$ cat config.mk
export PLATFORM = sky130hd
export DESIGN_NAME = viterbi_frame_ctrl
export DESIGN_NICKNAME = d
export VERILOG_FILES = /design/src/rtl/viterbi_frame_ctrl.sv
export SDC_FILE = /design/constraint.sdc
export NUM_CORES = 1
export LEC_CHECK = 0
export CAP_MARGIN = 15
export CORE_ASPECT_RATIO = 1.25
export CORE_MARGIN = 4
export CORE_UTILIZATION = 58
export DETAILED_ROUTE_END_ITERATION = 12
export GPL_TIMING_DRIVEN = 1
export PLACE_DENSITY = 0.77
export SLEW_MARGIN = 5
export SYNTH_ARGS = -nofsm -noshare
export SYNTH_HDL_FRONTEND = slang
export SYNTH_SLANG_ARGS = --single-unit
$ cat constraint.sdc
create_clock -name clk -period 2.7 [get_ports clk]
set_input_delay 0.27 -clock clk [delete_from_list [all_inputs] [get_ports clk]]
set_output_delay 0.27 -clock clk [all_outputs]
set_load 0.005 [all_outputs]
$ cat src/rtl/viterbi_frame_ctrl.sv
`default_nettype none
// viterbi_frame_ctrl: per-frame sequencer for a Viterbi core. It feeds cfg_len
// host symbols, appends FLUSH_N zero symbols, and forwards exactly cfg_len decoded bits.
module viterbi_frame_ctrl #(
  parameter int LEN_W   = 12,
  parameter int FLUSH_N = 6,
  parameter int TMO     = 64
) (
  input  logic             clk,
  input  logic             rst,
  input  logic             start,
  input  logic [LEN_W-1:0] cfg_len,
  input  logic             cfg_term,
  input  logic             in_sym_valid,
  output logic             in_sym_ready,
  input  logic [1:0]       in_sym,
  output logic             core_sym_valid,
  input  logic             core_sym_ready,
  output logic [1:0]       core_sym,
  input  logic             core_dec_valid,
  input  logic             core_dec_bit,
  output logic             core_force_state0,
  output logic             out_bit_valid,
  output logic             out_bit,
  output logic             out_bit_last,
  output logic             busy,
  output logic             done,
  output logic             err
);

  localparam int FL_W = $clog2(FLUSH_N + 1);
  localparam int TM_W = $clog2(TMO + 1);
  localparam logic [FL_W-1:0] FLUSH_LAST = FL_W'(FLUSH_N - 1);
  localparam logic [TM_W-1:0] TMO_LAST   = TM_W'(TMO - 1);

  typedef enum logic [2:0] {
    IDLE  = 3'd0,
    FEED  = 3'd1,
    FLUSH = 3'd2,
    DRAIN = 3'd3,
    DONE  = 3'd4
  } state_t;

  state_t           state;
  logic [LEN_W-1:0] len;
  logic [LEN_W-1:0] len_last;
  logic [LEN_W-1:0] sym_cnt;
  logic [LEN_W-1:0] bit_cnt;
  logic             term;
  logic [FL_W-1:0]  flush_cnt;
  logic [TM_W-1:0]  tmo_cnt;
  logic             core_hs;
  logic             take_bit;

  assign len_last = len - LEN_W'(1);
  assign core_hs  = core_sym_valid && core_sym_ready;
  assign take_bit = core_dec_valid && (bit_cnt < len) &&
                    ((state == FEED) || (state == FLUSH) || (state == DRAIN));

  // Host-to-core path is purely combinational so FEED adds no latency.
  always_comb begin
    in_sym_ready   = 1'b0;
    core_sym_valid = 1'b0;
    core_sym       = 2'b00;
    if (state == FEED) begin
      in_sym_ready   = core_sym_ready;
      core_sym_valid = in_sym_valid;
      core_sym       = in_sym;
    end else if (state == FLUSH) begin
      core_sym_valid = 1'b1;
    end
  end

  assign busy              = (state != IDLE);
  assign core_force_state0 = busy ? term : 1'b1;

  always_ff @(posedge clk or posedge rst) begin
    if (rst) begin
      state         <= IDLE;
      len           <= '0;
      term          <= 1'b0;
      sym_cnt       <= '0;
      bit_cnt       <= '0;
      flush_cnt     <= '0;
      tmo_cnt       <= '0;
      err           <= 1'b0;
      done          <= 1'b0;
      out_bit_valid <= 1'b0;
      out_bit       <= 1'b0;
      out_bit_last  <= 1'b0;
    end else begin
      out_bit_valid <= 1'b0;
      out_bit_last  <= 1'b0;
      done          <= 1'b0;

      case (state)
        IDLE: begin
          if (start) begin
            err <= 1'b0;
            if (cfg_len == '0) begin
              state <= DONE;
              done  <= 1'b1;
            end else begin
              len       <= cfg_len;
              term      <= cfg_term;
              sym_cnt   <= '0;
              bit_cnt   <= '0;
              flush_cnt <= '0;
              tmo_cnt   <= '0;
              state     <= FEED;
            end
          end
        end
        FEED: begin
          if (core_hs) begin
            sym_cnt <= sym_cnt + LEN_W'(1);
            if (sym_cnt == len_last) state <= FLUSH;
          end
        end
        FLUSH: begin
          if (core_hs) begin
            flush_cnt <= flush_cnt + FL_W'(1);
            if (flush_cnt == FLUSH_LAST) state <= DRAIN;
          end
        end
        DRAIN: begin
          if (core_dec_valid) begin
            tmo_cnt <= '0;
          end else if (tmo_cnt == TMO_LAST) begin
            state <= DONE;
            done  <= 1'b1;
            err   <= 1'b1;
          end else begin
            tmo_cnt <= tmo_cnt + TM_W'(1);
          end
        end
        DONE:    state <= IDLE;
        default: state <= IDLE;
      endcase

      // The final decoded bit ends the frame from any active state.
      if (take_bit) begin
        out_bit_valid <= 1'b1;
        out_bit       <= core_dec_bit;
        out_bit_last  <= (bit_cnt == len_last);
        bit_cnt       <= bit_cnt + LEN_W'(1);
        if (bit_cnt == len_last) begin
          state <= DONE;
          done  <= 1'b1;
        end
      end
    end
  end

endmodule
`default_nettype wire

Word level (Yosys, flattened, before mapping)
Index checks and enable logic that the tools add are counted.
Widths: inputs -> output; s select.
{"block": "totals", "regBits": 55, "out_inout_bits": 11, "word_cells": 97}
{"block": "classes", "n_addsub": 5, "order_cmp": 1, "n_eq_ne": 15, "mux": 44, "bitwise_logic": 1, "reduce_logical": 19}
{"operator": "$mux 12", "count": 5}
{"operator": "$mux 3", "count": 13}
{"operator": "$mux 7", "count": 4}
{"operator": "$add 12x1->12 const B", "count": 2}
{"operator": "$eq 12x12->1", "count": 2}
{"operator": "$pmux 12 s2", "count": 1}
{"operator": "$reduce_and 4->1", "count": 4}
{"operator": "$mux 1", "count": 15}
{"operator": "$pmux 7 s2", "count": 1}
{"operator": "$logic_not 12->1", "count": 1}
{"operator": "$lt 12x12->1", "count": 1}
{"operator": "$ne 2x2->1 const B", "count": 6}
{"operator": "$pmux 3 s4", "count": 1}
{"operator": "$sub 12x1->12 const B", "count": 1}
{"operator": "$reduce_bool 2->1", "count": 5}
{"operator": "$add 7x1->7 const B", "count": 1}
{"operator": "$eq 7x6->1 const B", "count": 1}
{"operator": "$eq 3x2->1 const B", "count": 2}
{"operator": "$pmux 3 s2", "count": 1}
{"operator": "$reduce_and 3->1", "count": 2}
{"operator": "$pmux 1 s2", "count": 2}
{"operator": "$add 3x1->3 const B", "count": 1}
{"operator": "$eq 3x1->1 const B", "count": 1}
{"operator": "$eq 3x3->1 const B", "count": 1}
{"operator": "8 further kinds", "count": 11}

Logic depth before layout (Yosys ltp)
{"block": "logic_depth", "ltp_word": 8, "depth_mapped": 12}

Worst setup path before layout
No wires, ideal clock.
{"block": "synth_timing", "path_kind": "reg-to-reg", "from": "register len[5]", "to": "register bit_cnt[2]", "arrival_ns": 2.262, "required_time_ns": 2.576, "slack_ns": 0.314, "stages_incl_launch_ff": 11, "n_path_buf": 1, "synth_period_minus_slack_ns": 2.386, "path_cell_list": "dfrtp_1 -> inv_1 -> ha_1 -> a21o_1 -> a221oi_1 -> and2_1 -> o21bai_1 -> buf_2 -> inv_1 -> nor2_1 -> a211o_1"}
{"block": "synth_via", "elab_chain_len": 5, "word_cells_on_any_way": 8, "cone_classes": "order compare (1); eq/ne (1); mux (1); reduce/logical (5)"}
{"element": "from (decl)", "line_no": "45", "source": "logic [LEN_W-1:0] len;"}
{"element": "from (signal assigned)", "line_no": "104", "source": "len <= cfg_len;"}
{"element": "$lt 12x12->1 (*)", "line_no": "57", "source": "assign take_bit = core_dec_valid && (bit_cnt < len) &&"}
{"element": "$logic_and 1x1->1 (*) (2 in series)", "line_no": "57"}
{"element": "via take_bit", "line_no": "53", "source": "logic take_bit;"}
{"element": "$ne 2x2->1 (no line) / $reduce_bool 2->1 (equally long branches)"}
{"element": "$reduce_and 3->1 (no line)"}
{"element": "to (signal assigned)", "line_no": "146", "source": "bit_cnt <= bit_cnt + LEN_W'(1);"}
{"element": "to (decl)", "line_no": "48", "source": "logic [LEN_W-1:0] bit_cnt;"}
The timed path passes the listed nets; every way through them passes the cells marked *.
A chain may end at the register's enable or synchronous reset.

Worst setup path after layout
{"block": "layout_timing", "from": "register len[5]", "to": "register state[0]"}
{"block": "layout_via", "elab_chain_len": 7, "word_cells_on_any_way": 11, "cone_classes": "add/sub (1); order compare (1); eq/ne (2); mux (5); reduce/logical (2)"}
{"element": "$sub 12x1->12", "line_no": "55", "source": "assign len_last = len - LEN_W'(1);"}
{"element": "$eq 12x12->1", "line_no": "117", "source": "if (sym_cnt == len_last) state <= FLUSH;"}
{"element": "$mux 3", "line_no": "117"}
{"element": "$mux 3", "line_no": "115", "source": "if (core_hs) begin"}
{"element": "$pmux 3 s4", "line_no": "96", "source": "case (state)"}
{"element": "$mux 3", "line_no": "147", "source": "if (bit_cnt == len_last) begin"}
{"element": "$mux 3 (*)", "line_no": "142", "source": "if (take_bit) begin"}
{"element": "to (signal assigned)", "line_no": "101", "source": "state <= DONE;"}
{"element": "to (signal assigned)", "line_no": "117"}
{"element": "to (signal assigned)", "line_no": "148", "source": "state <= DONE;"}
{"element": "to (decl)", "line_no": "44", "source": "state_t state;"}
Every way passes the cells marked *; elsewhere a longest branch is shown, timed or not.

==> metrics.cfg <==
[cts]
register_clock_pin_slew_on_the_reported_worst_setup_and_hold_paths_ps=100
holdBufCountCts=0
clkSinkCount=55
cts_htree_levels=2
clock_tree.buffer_depth=2
numCtsBuffers=5
cts_post_setup_buffers_inserted=0
cts-root-buf=sky130_fd_sc_hd__clkbuf_8
clock_insertion_delay_worst_skew_ps=310
clock_tree_from_tritoncts=built

[worst_setup_path]
worst-path-buf-inv=0
critical_path.max_fanout=6
slowest_stage=sky130_fd_sc_hd__dfrtp_1
setup.worst_path.start_class=flop
path_class=reg2reg
arrival_ps=2720
critPathRequiredTime_ps=2890
timing.critical_path.max_delay_family=simple AND/OR/NAND/NOR gates
crit_chain=nor3_4, nand3_2, or3_1, a2111oi_0, and4bb_1, o221a_1, nor3_1
delay_of_the_slowest_cell_on_the_worst_path_ps=500
timing.critical_path.to_type=flop

[routing]
total_wirelength_of_the_detailed_routed_design_mm=9.00
vias_per_cell=5.84
vias_post_dr=3127
first_iter_violations=148
antenna_violating_nets_post_route=0
detail_route.first_pass.iterations=4
drcViolationCount=0
routed_wire_length_per_instance_um=16.8

[final_layout]
layout.core_utilization=0.706
finish.cell_count_without_fillers=535
drive_gt1_frac=0.138
nFillCells=475
antenna_cells=0
flow.area_growth_from_synthesis_pct=18.2
num-nets-final=489

[timing]
slew_headroom=0.606
max_freq_mhz=395
finClkSkew_ps=7.19
finalHoldViolations=0
finalSetupViolCount=0
period_minus_slack_ps=2530
pin_slew_with_the_least_headroom_to_its_limit_ps=591
drv_slew=0
layout_worst_path_cycle_share=0.937
timing.final.ws_setup_ps=170

[yosys]
yosys_most_used_dff=sky130_fd_sc_hd__dfrtp_1
synth_cell_type_count=66
post_synth_instance_area_sq_mm=0.00371
synth.yosys.seq_area_share=0.371
postSynthNetCount=443
synthesis.area_per_instance_sq_um=9.20
synth-seq-cells=55
synth_enable_flop_cells=0
netlist_instances=403
synthArstFlopShare=1.00
yosys_warnings=0

[hold_path]
min_path_type=in2async

[place]
detailed_place_hpwl_mm=7.05
globalplace.congestion=0.920
place_worst_setup_slack_ps=16.2
buffer_ports.inserted=32
place_inst=527

[run_status]
run_status=finished, final reports clean

[pwr]
maximum_vdd_ir_drop_mv=0.368
cellPowerDensity_mw_per_mm2=523
leakage_power_nw=1.95

[grt]
grt_start_max_net_pins=32
gr-total-overflow=0
antenna_found_initial=0
via_count_of_the_first_global_routing_pass=3196
grt.total_usage=0.243
grt_first_pass_wirelength_mm=14.9

[floorplan]
die_area_sq_mm=0.00774
floorplan.die.height_um=97.4
start_util=0.597
pin_count=33
dieWidth_um=79.5
core_region_area_sq_mm=0.00621
row_count=32

[run]
maximum_capacitance_violations=0

cells by family (layout without fill, tap and decap cells):
group | Yosys count | in the layout | synth area share
adders and majority gates | 18 | 18 | 0.0608
buffers and inverters | 36 | 83 | 0.0523
muxes | 3 | 3 | 0.00844
xor gates and xnor gates | 44 | 44 | 0.108
AOI/OAI and AO/OA | 74 | 74 | 0.133
DFF | 55 | 55 | 0.371
and+or+nand+nor | 173 | 173 | 0.266
Yosys cell counts (3+ instances only):
master                     count  area share
sky130_fd_sc_hd__buf_2         4      0.0054
sky130_fd_sc_hd__and2_1        3      0.0051
sky130_fd_sc_hd__xnor2_1      23       0.054
sky130_fd_sc_hd__nor2_1       26       0.026
sky130_fd_sc_hd__clkbuf_1      6      0.0061
sky130_fd_sc_hd__and3_1        7       0.012
sky130_fd_sc_hd__xor2_1       20       0.047
sky130_fd_sc_hd__a211oi_1      3      0.0061
sky130_fd_sc_hd__dfrtp_1      55        0.37
sky130_fd_sc_hd__nand3_1      27       0.036
sky130_fd_sc_hd__nor3b_1       5       0.010
sky130_fd_sc_hd__nor2_2        3      0.0051
sky130_fd_sc_hd__nand2b_1      9       0.015
sky130_fd_sc_hd__a211o_1       6       0.014
sky130_fd_sc_hd__or2_2         3      0.0051
sky130_fd_sc_hd__ha_1         18       0.061
sky130_fd_sc_hd__and4_1        3      0.0071
sky130_fd_sc_hd__nor2b_1       4      0.0068
sky130_fd_sc_hd__inv_1        20       0.020
sky130_fd_sc_hd__a31oi_1       3      0.0051
sky130_fd_sc_hd__nor3_1       11       0.015
sky130_fd_sc_hd__o21ai_0      35       0.047
sky130_fd_sc_hd__nor4_1        6       0.010
sky130_fd_sc_hd__nand3b_1      3      0.0061
sky130_fd_sc_hd__a21oi_1       7      0.0095
sky130_fd_sc_hd__nand2_1      36       0.036
sky130_fd_sc_hd__nand4_1       6       0.010
sky130_fd_sc_hd__or3_1         6       0.010
what timing repair did:
item                       CTS  global route
cloned                       0             0
setup endpoints to repair    4            11
resized for setup            2             7
pin swaps                    0             3
power by group:
part	internal, W	switching (W)	leakage, nW
Sequential	0.000915	0.000137	0.705
Clock	0.000306	0.000280	0.0618
Combinational	0.000334	0.000318	1.18
path summary, 6_finish.rpt:
| path | start | endpoint | slack (ps) | depth (start not counted) |
|---|---|---|---|---|
| max | len[5] | state[0] | 170 | 7 |
| min | rst | len[11] | 340 | 2 |
| max reg2reg | len[5] | state[0] | 170 | 7 |
| min reg2reg | term | term | 490 | 2 |
| max in group asynchronous | rst | tmo_cnt[4] | 1790 | 3 |
| min in group clk | term | term | 490 | 2 |
per-layer routing:
layer  track usage  vias up  share of wire
li1              -     1522              -
met1         0.295     1520           0.41
met2         0.418       63           0.52
met3        0.0390       22          0.038
met4         0.104        0          0.030
met5             0        -              0
registers in the layout (all words and copies together), names as in the netlist:
name           cells
out_bit            1
err                1
done               1
out_bit_last       1
flush_cnt          3
out_bit_valid      1
bit_cnt           12
len               12
sym_cnt           12
state              3
tmo_cnt            7
term               1
placed cells by master (no fill, tap or decap), types with 4 or more instances in the layout:
cell type	instances
sky130_fd_sc_hd__xnor2_1	22
sky130_fd_sc_hd__or3_1	6
sky130_fd_sc_hd__dfrtp_1	54
sky130_fd_sc_hd__clkbuf_8	6
sky130_fd_sc_hd__a211o_1	6
sky130_fd_sc_hd__nor2_2	4
sky130_fd_sc_hd__nor3b_1	4
sky130_fd_sc_hd__a21oi_1	7
sky130_fd_sc_hd__nor2_1	25
sky130_fd_sc_hd__ha_1	17
sky130_fd_sc_hd__nand4_1	6
sky130_fd_sc_hd__nor3_1	11
sky130_fd_sc_hd__and3_1	7
sky130_fd_sc_hd__nor4_1	6
sky130_fd_sc_hd__nor2b_1	4
sky130_fd_sc_hd__clkdlybuf4s50_1	32
sky130_fd_sc_hd__nand2_1	36
sky130_fd_sc_hd__inv_1	18
sky130_fd_sc_hd__nand3_1	26
sky130_fd_sc_hd__o21ai_0	35
sky130_fd_sc_hd__nand2b_1	9
sky130_fd_sc_hd__xor2_1	20
sky130_fd_sc_hd__buf_4	21
worst register-to-register path, cell delays in order, from the launching register on:
cell and delay [ps]:
sky130_fd_sc_hd__dfrtp_1 500, sky130_fd_sc_hd__nor3_4 360, sky130_fd_sc_hd__nand3_2 190, sky130_fd_sc_hd__or3_1 380, sky130_fd_sc_hd__a2111oi_0 370, sky130_fd_sc_hd__and4bb_1 310, sky130_fd_sc_hd__o221a_1 250, sky130_fd_sc_hd__nor3_1 60
per-stage QoR:
stage | area (sq um) | total power [W] | setup TNS (ps) | hold slack (ps)
floorplan | 3710 | 0.00147 | 0 | 375
global placement | 4220 | 0.00167 | 0 | 452
detailed placement | 4220 | 0.00170 | 0 | 468
CTS | 4350 | 0.00230 | 0 | 355
global route | 4380 | 0.00242 | -15.4 | 395
finish | 4380 | 0.00229 | 0 | 339
cell type report:
| cell class | count | area (sq um) | area share |
|---|---|---|---|
| clock inverter | 2 | 38.8 | 0.00885 |
| multi-input combinational | 312 | 2180 | 0.498 |
| clock buffer | 6 | 82.6 | 0.0188 |
| sequential | 55 | 1380 | 0.314 |
| timing repair buffer | 55 | 518 | 0.118 |
| inverter | 20 | 75.1 | 0.0171 |
| tap | 85 | 106 | 0.0243 |
Power figures use the tool's default switching activity.
